===== src/rtl/mips_pkg.sv =====
// mips_pkg: shared encodings and widths for the multicycle MIPS core
package mips_pkg;
    localparam int WORD_W = 32;
    localparam logic [5:0] FUNCT_MULT = 6'h18;
    localparam logic [5:0] FUNCT_DIV  = 6'h1a;
    localparam logic [5:0] FUNCT_MFHI = 6'h10;
    localparam logic [5:0] FUNCT_MFLO = 6'h12;
    typedef enum logic [1:0] {MD_IDLE, MD_MUL, MD_DIV, MD_FIX} md_state_t;
endpackage


===== src/rtl/mult_div_unit.sv =====
// mult_div_unit: radix-2 multicycle signed MULT/DIV with HI/LO registers
// ports: clk, rst (async high); mult_start/div_start pulses with operands a/b;
//        busy, done (1-cycle), hi/lo results; div_zero only with DIVZERO_TRAP_EN
module mult_div_unit import mips_pkg::*; #(
    parameter int WIDTH = WORD_W
) (
    input  logic             clk,
    input  logic             rst,
    input  logic             mult_start,
    input  logic             div_start,
    input  logic [WIDTH-1:0] a,
    input  logic [WIDTH-1:0] b,
    output logic             busy,
    output logic             done,
    output logic [WIDTH-1:0] hi,
    output logic [WIDTH-1:0] lo
`ifdef DIVZERO_TRAP_EN
    ,
    output logic             div_zero
`endif
);
    localparam int CNT_W = $clog2(WIDTH) + 1;
    localparam logic [CNT_W-1:0] LAST = CNT_W'(WIDTH - 1);
    md_state_t          r_state;
    logic               r_is_mul, r_sa, r_sb;
    logic [WIDTH-1:0]   r_a, r_b;
    logic [2*WIDTH-1:0] r_acc;
    logic [CNT_W-1:0]   r_cnt;
`ifdef DIVZERO_TRAP_EN
    logic               r_dz;
`endif
    logic [WIDTH-1:0]   w_abs_a, w_abs_b, w_quo, w_rmd;
    logic [WIDTH:0]     w_sum, w_rem, w_diff;
    logic [2*WIDTH-1:0] w_mul_next, w_div_next, w_prod;
    // acc holds {partial, multiplier-shift} for MUL and {remainder, dividend/quotient} for DIV
    always_comb begin
        w_abs_a    = a[WIDTH-1] ? -a : a;
        w_abs_b    = b[WIDTH-1] ? -b : b;
        w_sum      = {1'b0, r_acc[2*WIDTH-1:WIDTH]} + (r_b[0] ? {1'b0, r_a} : '0);
        w_mul_next = {w_sum, r_acc[WIDTH-1:1]};
        w_rem      = r_acc[2*WIDTH-1:WIDTH-1];
        w_diff     = w_rem - {1'b0, r_b};
        w_div_next = {w_diff[WIDTH] ? w_rem[WIDTH-1:0] : w_diff[WIDTH-1:0], r_acc[WIDTH-2:0], ~w_diff[WIDTH]};
        w_prod     = (r_sa ^ r_sb) ? -r_acc : r_acc;
        w_quo      = (r_sa ^ r_sb) ? -r_acc[WIDTH-1:0] : r_acc[WIDTH-1:0];
        w_rmd      = r_sa ? -r_acc[2*WIDTH-1:WIDTH] : r_acc[2*WIDTH-1:WIDTH];
    end
    always_ff @(posedge clk or posedge rst) begin
        if (rst) begin
            r_state  <= MD_IDLE;
            r_is_mul <= 1'b0;
            r_sa     <= 1'b0;
            r_sb     <= 1'b0;
            r_a      <= '0;
            r_b      <= '0;
            r_acc    <= '0;
            r_cnt    <= '0;
            busy     <= 1'b0;
            done     <= 1'b0;
            hi       <= '0;
            lo       <= '0;
`ifdef DIVZERO_TRAP_EN
            r_dz     <= 1'b0;
            div_zero <= 1'b0;
`endif
        end else begin
            done <= 1'b0;
`ifdef DIVZERO_TRAP_EN
            div_zero <= 1'b0;
`endif
            case (r_state)
                MD_IDLE: if (mult_start || div_start) begin
                    r_is_mul <= mult_start;
                    r_sa     <= a[WIDTH-1];
                    r_sb     <= b[WIDTH-1];
                    r_a      <= w_abs_a;
                    r_b      <= w_abs_b;
                    r_acc    <= mult_start ? '0 : {{WIDTH{1'b0}}, w_abs_a};
                    r_cnt    <= '0;
                    busy     <= 1'b1;
                    r_state  <= mult_start ? MD_MUL : MD_DIV;
`ifdef DIVZERO_TRAP_EN
                    r_dz     <= !mult_start && (b == '0);
`endif
                end
                MD_MUL, MD_DIV: begin
                    r_acc <= r_is_mul ? w_mul_next : w_div_next;
                    r_b   <= r_is_mul ? r_b >> 1 : r_b;
                    r_cnt <= r_cnt + 1'b1;
                    if (r_cnt == LAST) r_state <= MD_FIX;
`ifdef DIVZERO_TRAP_EN
                    if (r_dz) r_state <= MD_FIX;
`endif
                end
                MD_FIX: begin
                    busy    <= 1'b0;
                    done    <= 1'b1;
                    r_state <= MD_IDLE;
`ifdef DIVZERO_TRAP_EN
                    div_zero <= r_dz;
                    if (!r_dz) begin
                        hi <= r_is_mul ? w_prod[2*WIDTH-1:WIDTH] : w_rmd;
                        lo <= r_is_mul ? w_prod[WIDTH-1:0] : w_quo;
                    end
`else
                    hi <= r_is_mul ? w_prod[2*WIDTH-1:WIDTH] : w_rmd;
                    lo <= r_is_mul ? w_prod[WIDTH-1:0] : w_quo;
`endif
                end
                default: r_state <= MD_IDLE;
            endcase
        end
    end
endmodule


===== config.mk =====
export PLATFORM = sky130hd
export DESIGN_NAME = mult_div_unit
export DESIGN_NICKNAME = d
export VERILOG_FILES = /design/src/rtl/mips_pkg.sv /design/src/rtl/mult_div_unit.sv
export SDC_FILE = /design/constraint.sdc
export NUM_CORES = 1
export LEC_CHECK = 0
export CAP_MARGIN = 20
export CELL_PAD_IN_SITES_DETAIL_PLACEMENT = 0
export CELL_PAD_IN_SITES_GLOBAL_PLACEMENT = 1
export CORE_ASPECT_RATIO = 1.2
export CORE_MARGIN = 4
export CORE_UTILIZATION = 49
export CTS_CLUSTER_DIAMETER = 50
export DETAILED_ROUTE_END_ITERATION = 10
export GPL_ROUTABILITY_DRIVEN = 1
export PLACE_DENSITY = 0.92
export REMOVE_ABC_BUFFERS = 1
export SYNTH_ARGS = -nofsm -noshare
export SYNTH_HDL_FRONTEND = slang
export SYNTH_SLANG_ARGS = --single-unit

===== constraint.sdc =====
create_clock -name clk -period 12.24 [get_ports clk]
set_clock_uncertainty 0.1 [all_clocks]
set_input_delay 1.224 -clock clk [delete_from_list [all_inputs] [get_ports clk]]
set_output_delay 1.224 -clock clk [all_outputs]
set_load 0.01 [all_outputs]

**Yosys cells after proc, flatten, opt, wreduce, memory -nomap -nowiden**

Index checks and enable logic that the tools add are counted.

- Add/subtract/negate cells: 8
- Equality and inequality tests: 7
- Muxes and demuxes: 25
- Bitwise gates (word level): 2
- Reduce and logical (&&, ||, !) cells: 10

Operators with widths:

| operator | number |
|---|---|
| 32-bit 2-to-1 mux | 11 |
| 64-bit 2-to-1 mux | 3 |
| 32-bit negator | 4 |
| 64-bit one-hot mux with 2 select lines | 1 |
| 64-bit negator | 1 |
| 32-bit one-hot mux with 2 select lines | 1 |
| 32-bit by 32-bit adder with 33-bit output | 1 |
| 33-bit by 32-bit subtractor with 33-bit output | 1 |
| 6-bit one-hot mux with 2 select lines | 1 |
| 2-bit AND reduction | 4 |
| 6-bit by 1-bit adder with 6-bit output (second input constant) | 1 |
| 6-bit by 5-bit equality test with 1-bit output (second input constant) | 1 |
| 2-bit 2-to-1 mux | 3 |
| 6-bit 2-to-1 mux | 1 |
| 2-bit inequality test (second input constant) | 3 |
| 2-bit one-hot mux with 3 select lines | 1 |
| 2-bit equality test (second input constant) | 2 |
| 2-bit nonzero test | 2 |
| 3-bit AND reduction | 1 |
| 2-bit by 1-bit equality test with 1-bit output (second input constant) | 1 |
| 2-bit zero test | 1 |
| 1-bit 2-to-1 mux | 2 |
| 1-bit one-hot mux with 2 select lines | 1 |
| 2-bit OR reduction | 1 |
| other kinds (3) | 3 |

- Register bits after elaboration: 205
- Output and inout port bits: 66
- Word-level logic and storage cells: 64

**Logic depth before layout (Yosys ltp)**

Gate-level depths: netlist of the first run.

- Word-level depth: 5
- Gate-level depth with buffers: 14
- Gate-level depth less buffers: 13

**Worst setup path after synthesis of the first run**

No wires, ideal clock.

- Path type: input to register
- Start: input port a[9]
- End: register r_a[29]
- Data arrival time: 3.590 ns
- Required time: 12.015 ns
- Path slack: 8.425 ns
- Stages: 8
- Buffers on the path: 0
- Cell sequence: or4_4 -> or3_4 -> or4_4 -> nand2b_4 -> or3_4 -> o31ai_4 -> xnor2_1 -> mux2_2

- Longest elaborated chain between the ends: 2

RTL lines:

| what | line | text |
|---|---|---|
| from (decl) | mult_div_unit.sv:11 | `input logic [WIDTH-1:0] a,` |
| 32-bit negator | mult_div_unit.sv:37 | `w_abs_a = a[WIDTH-1] ? -a : a;` |
| 32-bit 2-to-1 mux | mult_div_unit.sv:37 |  |
| to (signal assigned) | mult_div_unit.sv:76 | `r_a <= w_abs_a;` |
| to (decl) | mult_div_unit.sv:26 | `logic [WIDTH-1:0] r_a, r_b;` |

Every way passes these cells.
A chain may end at the register's enable or synchronous reset.

**Worst setup path after layout of the first run**

- Start: register r_b[0]
- End: register r_acc[43]

- Longest elaborated chain between the ends: 4

RTL lines:

| what | line | text |
|---|---|---|
| from (decl) | mult_div_unit.sv:26 |  |
| from (signal assigned) | mult_div_unit.sv:77 | `r_b <= w_abs_b;` |
| from (signal assigned) | mult_div_unit.sv:88 | `r_b <= r_is_mul ? r_b >> 1 : r_b;` |
| 33-bit by 32-bit subtractor with 33-bit output / 32-bit 2-to-1 mux (equally long branches) | mult_div_unit.sv:42, mult_div_unit.sv:39 |  |
| 32-bit 2-to-1 mux / 32-bit by 32-bit adder with 33-bit output (equally long branches) | mult_div_unit.sv:43, mult_div_unit.sv:39 |  |
| 64-bit 2-to-1 mux (*) | mult_div_unit.sv:87 | `r_acc <= r_is_mul ? w_mul_next : w_div_next;` |
| 64-bit one-hot mux with 2 select lines (*) | mult_div_unit.sv:71 | `case (r_state)` |
| to (signal assigned) | mult_div_unit.sv:78 | `r_acc <= mult_start ? '0 : {{WIDTH{1'b0}}, w_abs_a};` |
| to (signal assigned) | mult_div_unit.sv:87 |  |
| to (decl) | mult_div_unit.sv:27 | `logic [2*WIDTH-1:0] r_acc;` |

Every way passes the cells marked *; elsewhere a longest branch is shown, timed or not.

==> results of run 1 <==
[sequential cells by signal (all words and copies together), names as in the netlist]
name / cells
busy: 1
done: 1
hi: 32
lo: 32
r_a: 32
r_acc: 64
r_b: 32
r_cnt: 6
r_is_mul: 1
r_sa: 1
r_sb: 1
r_state: 2
[through the flow]
stage               instances  area, um^2  utilization [%]
floorplan                1746       15100                -
global placement         2297       17100             54.8
detailed placement       2297       17100             54.8
CTS                      2351       18100             57.8
global route             2351       18100             57.8
finish                   2351       18100             57.8
[layout make-up]
| class | instances | area (um^2) | area share (%) |
|---|---|---|---|
| flip-flops and latches | 205 | 5130 | 28.4 |
| well taps | 401 | 502 | 2.77 |
| clock buffers | 36 | 772 | 4.27 |
| multi-input cells | 1473 | 9780 | 54.1 |
| clock inverters | 18 | 178 | 0.982 |
| inverters | 68 | 263 | 1.45 |
| repair buffers | 150 | 1460 | 8.07 |
[cell families (layout without fill, tap and decap cells)]
group | count (synthesis) | count (layout) | synth area share [%]
flip-flops | 205 | 205 | 33.1
AO/OA/AOI/OAI | 566 | 566 | 22.4
AND/OR/NAND/NOR | 559 | 559 | 17.5
multiplexers | 103 | 103 | 7.04
XOR/XNOR | 171 | 171 | 9.67
adder cells (fa/ha/maj) | 74 | 74 | 6.07
buffers and inverters | 172 | 272 | 4.18
[report_power, final]
part	switching [mW]	internal (mW)
Combinational	2.32	1.67
Sequential	0.432	1.03
Clock	0.349	0.482
Total	3.10	3.18
[worst max-delay path: cells and delay by family (launching register included)]
family	cells	cell delay, ps
adders and majority gates	2	740
buffers and inverters	3	820
and+or+nand+nor	3	650
DFF	1	370
AOI/OAI and AO/OA	5	1170
muxes	1	220
[routing by layer]
layer | share of wire (%) | vias up | global-route usage [%]
met1 | 43 | 6644 | 34.2
met3 | 5.4 | 91 | 3.27
met2 | 48 | 439 | 43.6
met5 | 0 | - | 0
met4 | 3.6 | 0 | 9.13
li1 | - | 6788 | -
[Yosys cell counts, types with 5 or more instances]
| library cell | count | area (um^2) |
|---|---|---|
| a21oi_1 | 229 | 1150 |
| nor2_1 | 210 | 788 |
| dfrtp_1 | 205 | 5130 |
| nand2_1 | 135 | 507 |
| o21ai_0 | 125 | 626 |
| xnor2_1 | 99 | 867 |
| clkbuf_1 | 95 | 357 |
| ha_1 | 72 | 901 |
| xor2_1 | 72 | 631 |
| inv_1 | 66 | 248 |
| mux2i_1 | 55 | 551 |
| mux2_2 | 48 | 541 |
| and2_1 | 40 | 250 |
| a21o_1 | 31 | 233 |
| nor3_1 | 27 | 135 |
| nand3_1 | 23 | 115 |
| o31ai_1 | 22 | 165 |
| nand2b_1 | 19 | 119 |
| o211ai_1 | 17 | 128 |
| or3_1 | 17 | 106 |
| nor4_1 | 16 | 100 |
| o41ai_1 | 15 | 131 |
| a211oi_1 | 14 | 105 |
| a22oi_1 | 14 | 105 |
| nor2b_1 | 14 | 87.6 |
| o21a_1 | 14 | 105 |
| a31oi_1 | 11 | 68.8 |
| nand4_1 | 10 | 62.6 |
| o221ai_1 | 8 | 70.1 |
| or4_1 | 8 | 60.1 |
| buf_1 | 7 | 26.3 |
| a221oi_1 | 6 | 52.6 |
| and3_1 | 6 | 37.5 |
| o21ai_1 | 6 | 30.0 |
| o21bai_1 | 5 | 37.5 |
[worst paths after layout]
kind                         from        end  slack (ps)  depth (start not counted)
min                        r_a[0]     r_a[0]         390                          2
max in group asynchronous     rst   r_is_mul        9390                          3
min reg2reg                r_a[0]     r_a[0]         390                          2
max                        r_b[0]  r_acc[43]        7990                         14
min in group asynchronous     rst     lo[28]        1180                          2
max reg2reg                r_b[0]  r_acc[43]        7990                         14
==> out/qor_table.md, run 1 <==
| Item | Reported | Unit |
|:---|:---|:---|
| Register area share after synthesis | 33.1 | % |
| Tmin final | 4250 | ps |
| Peak VDD IR | 0.235 | mV |
| H-tree lvl count | 1 | - |
| First-pass GRT wire length | 73300 | um |
| Crit path setup slack, layout | 7990 | ps |
| CP cell instances | buf_4 > ha_1 > fa_1 > nor2b_1 > o2111ai_1 > a31oi_1 > o211ai_1 > a21oi_1 > nor3_2 > buf_4 > nor2_2 > buf_4 > mux2i_1 > o221ai_1 | - |
| Hold WC Path Type | flip-flop to flip-flop | - |
| Cell Rows | 71 | - |
| Residual DRC | 0 | - |
| Mapped Area | 0.0155 | mm^2 |
| Antenna cells | 0 | - |
| Count of state elements after synthesis | 205 | - |
| Detailed-router iteration count before antenna repair | 5 | - |
| Number of max-cap violations | 0 | - |
| Net count of the finished layout | 2069 | - |
| Arrival time worst endpoint | 4530 | ps |
| Endpoint kind of the worst setup timing path | flip-flop | - |
| Number of synthesis warnings | 0 | - |
| Worst-margin pin slew | 1000 | ps |
| Post-CTS setup-driven buffer insertion count | 0 | - |
| Number of synthesized flops with an enable pin | 0 | - |
| Area grow syn2layout | 16.7 | % |
| Pins Over Slew Limit | 0 | - |
| Area of the core | 0.0313 | mm^2 |
| Clock tree from TritonCTS | yes | - |
| Filler cells | 2820 | - |
| Number of buffers between clock root and the deepest sink | 3 | - |
| Type of the setup path with the least slack | flip-flop to flip-flop | - |
| Power, Total | 6.28 | mW |
| Average routed wire per standard cell | 19.4 | um |
| Antenna viol nets, final | 0 | - |
| Critical-path top delay cell | fa_1 | - |
| Number of buffers inserted for hold repair after clock tree synthesis | 0 | - |
| Maximum number of pins on one net before global-route repair | 141 | - |
| Post-synthesis area per instance | 8.37 | um^2 |
| Most common cell after layout, fill and taps aside | a21oi_1 | - |
| Via-to-Cell Ratio | 5.94 | - |
| Worst slew margin relative to its limit | 33.4 | % |
| Final hold violations | 0 | - |
| Post-Synthesis Cells | 1850 | - |
| Count of unique library cells instantiated by Yosys | 80 | - |
| Worst endpoint required time | 12520 | ps |
| Number of global-route vias before repair | 13600 | - |
| Leading cell types in the layout, fill and taps excluded | a21oi_1 (229), nor2_1 (208), dfrtp_1 (204) | - |
| Drt first-iter violations | 1005 | - |
| Sort of element at the start of the critical path | flip-flop | - |
| Initial core utilization | 49.5 | % |
| Status | finished, final reports clean | - |
| Post-cts sizing count | 0 | - |
| RSZ-0062 raised after global routing | no | - |
| Number of buffers created by CTS | 29 | - |
| Total number of clock tree sinks | 205 | - |
| Die width | 170 | um |
| Total global routing overflow | 0 | - |
| Worst path most repeated cell | buf_4 | - |
| IO Port Bufs | 133 | - |
| Setup Viol. Count Final | 0 | - |
| Final weighted congestion in routability-driven placement | 1.01 | - |
| Placement-stage worst setup slack | 7650 | ps |
| Main synth FF type | dfrtp_1 | - |
| Die height | 203 | um |
| Largest stage delay on the critical path | 430 | ps |
| Skew-Pair Late Insertion Delay | 560 | ps |
| Highest Clock Rate | 235 | MHz |
| Library cell used as clock root buffer | clkbuf_16 | - |
| Dpl hpwl | 33600 | um |
| Clock transition at the registers of the reported paths | 60 | ps |
| TNS Setup | 0 | ps |
| Initial antenna violation count | 0 | - |
| Leakage power figure | 7.65 | nW |
| Global router's overall resource usage | 25.9 | % |
| Share of layout cells above drive strength 1 | 7.95 | % |
| Via count | 14000 | - |
| Floorplan die area | 0.0345 | mm^2 |
| Total Routed Length | 45600 | um |
| FFs w/ async S/R, synth | 100 | % |
| Peak fanout along the critical path | 34 | - |
| Hold WS | 394 | ps |
| Number of ports placed on the die boundary | 134 | - |
| Power density normalized to cell area | 347 | mW/mm^2 |
| Final critical-path share of the clock period | 34.8 | % |
(Power assumes the default switching activity.)
==> run 2, diff against run 1 <==
Settings changed: CORE_UTILIZATION 49 to 45, PLACE_DENSITY 0.92 to 0.86.
Clock period 12.24 ns to 4.2 ns, I/O delays scaled along.
==> run 2 against run 1 <==
Die area increased by 8.5%; highest routed layer unchanged; non-clock buffer count grew 28; maximum frequency is 17% higher; sequential cell count unchanged; largest power group unchanged; critical path type unchanged; worst setup slack worse by 7400 ps; combinational power grew to 3.0 times the previous value.
==> out/qor_table.md, run 2 (synthesis gave the netlist of run 1 again) <==
| Item | Reported | Unit |
|:---|:---|:---|
| Status | finished, final reports clean | - |
| Average routed wire per standard cell | 19.4 | um |
| Antenna viol nets, final | 0 | - |
| Die height | 211 | um |
| Final critical-path share of the clock period | 86.5 | % |
| Drt first-iter violations | 971 | - |
| Endpoint kind of the worst setup timing path | flip-flop | - |
| Max FFs per register | 64 | - |
| Area grow syn2layout | 19.5 | % |
| Clock transition at the registers of the reported paths | 60 | ps |
| First-pass GRT wire length | 76100 | um |
| Residual DRC | 0 | - |
| Final hold violations | 0 | - |
| RSZ-0062 raised after global routing | no | - |
| Total global routing overflow | 0 | - |
| Pins Over Slew Limit | 0 | - |
| Highest Clock Rate | 275 | MHz |
| Hold WS | 279 | ps |
| Leading cell types in the layout, fill and taps excluded | a21oi_1 (229), nor2_1 (208), dfrtp_1 (204) | - |
| H-tree lvl count | 1 | - |
| Initial antenna violation count | 0 | - |
| Worst Path Buf+Inv | 0 | - |
| Total Routed Length | 47300 | um |
| Share of layout cells above drive strength 1 | 9.55 | % |
| Arrival time worst endpoint | 3960 | ps |
| Dpl hpwl | 35400 | um |
| Detailed-router iteration count before antenna repair | 5 | - |
| Biggest register | r_acc | - |
| Multi-input combinational cell area | 0.00978 | mm^2 |
| Peak VDD IR | 0.613 | mV |
| Skew-Pair Late Insertion Delay | 580 | ps |
| Setup Viol. Count Final | 0 | - |
| Die width | 177 | um |
| Number of ports placed on the die boundary | 134 | - |
| Number of max-cap violations | 0 | - |
| Worst-margin pin slew | 951 | ps |
| Global router's overall resource usage | 25.0 | % |
| Sort of element at the start of the critical path | flip-flop | - |
| Post-cts sizing count | 0 | - |
| Power density normalized to cell area | 1010 | mW/mm^2 |
| Number of buffers created by CTS | 30 | - |
| Total number of clock tree sinks | 205 | - |
| Filler cells | 3205 | - |
| Worst slew margin relative to its limit | 36.4 | % |
| FF+latch area | 0.00513 | mm^2 |
| Number of buffers between clock root and the deepest sink | 3 | - |
| Via count | 14100 | - |
| Cell Rows | 74 | - |
| Type of the setup path with the least slack | flip-flop to flip-flop | - |
| CP cell instances | or4_4 > nor4_4 > or4b_4 > nor4_2 > nand3_1 > a2111oi_0 > nor2_1 > xnor2_1 > a21oi_1 | - |
| Cell family with most CP delay | simple AND/OR/NAND/NOR gates | - |
| Floorplan die area | 0.0375 | mm^2 |
| IO Port Bufs | 133 | - |
| Post-CTS setup-driven buffer insertion count | 0 | - |
| Via-to-Cell Ratio | 5.79 | - |
| Library cell used as clock root buffer | clkbuf_16 | - |
| Initial core utilization | 45.6 | % |
| Area of the core | 0.0340 | mm^2 |
| Final weighted congestion in routability-driven placement | 0.978 | - |
| Worst endpoint required time | 4520 | ps |
| Hold WC Path Type | input pin to async pin | - |
| Post-route core utilization | 54.5 | % |
| Net count of the finished layout | 2098 | - |
| Peak fanout along the critical path | 7 | - |
| Clock tree from TritonCTS | yes | - |
| Critical-path top delay cell | or4_4 | - |
| Number of buffers inserted for hold repair after clock tree synthesis | 0 | - |
| Maximum number of pins on one net before global-route repair | 108 | - |
| Leakage power figure | 7.86 | nW |
| Number of global-route vias before repair | 14200 | - |
| Largest stage delay on the critical path | 600 | ps |
| Antenna cells | 0 | - |
| Most common cell after layout, fill and taps aside | a21oi_1 | - |
| Tmin final | 3630 | ps |
-- run 2: cell type report --
| type | instances | area share, % |
|---|---|---|
| clock buffer | 36 | 4.51 |
| clock inverter | 20 | 1.24 |
| inverter | 68 | 1.42 |
| multi-input combinational | 1473 | 52.8 |
| sequential | 205 | 27.7 |
| tap | 456 | 3.08 |
| timing repair buffer | 178 | 9.22 |
-- run 2: routing by layer --
layer	GRT usage (%)	part of all wire [%]
met1	32.7	44
met2	42.1	47
met3	3.38	5.0
met4	9.85	4.0
met5	0	0
-- run 2: report_power, final --
group / switching [mW] / internal [mW] / leakage [nW]
Sequential: 1.13 / 3.01 / 2.44
Clock: 1.07 / 1.58 / 0.525
Combinational: 6.95 / 5.04 / 4.89
Total: 9.14 / 9.64 / 7.86
-- run 2: path summary, 6_finish.rpt --
path | slack (ps) | start | cells past startpoint | end
setup / recovery | 570 | r_acc[12] | 9 | hi[6]
hold / removal | 280 | rst | 2 | done
setup reg to reg | 570 | r_acc[12] | 9 | hi[6]
hold reg to reg | 390 | r_a[0] | 2 | r_a[0]
max in group asynchronous | 2690 | rst | 3 | r_b[15]
min in group clk | 390 | r_a[0] | 2 | r_a[0]
-- run 2: per-stage QoR --
| stage | instance area, um^2 | setup TNS, ps | instances | setup slack [ps] | total power [mW] |
|---|---|---|---|---|---|
| finish | 18500 | 0 | 2436 | 567 | 18.8 |
| global route | 18500 | 0 | 2436 | 353 | 20.3 |
| CTS | 18500 | 0 | 2436 | 628 | 18.8 |
| detailed placement | 17400 | 0 | 2380 | 467 | 16.0 |
| global placement | 17400 | 0 | 2380 | 458 | 15.8 |
| floorplan | 15100 | -551510 | 1746 | -3640 | 12.1 |
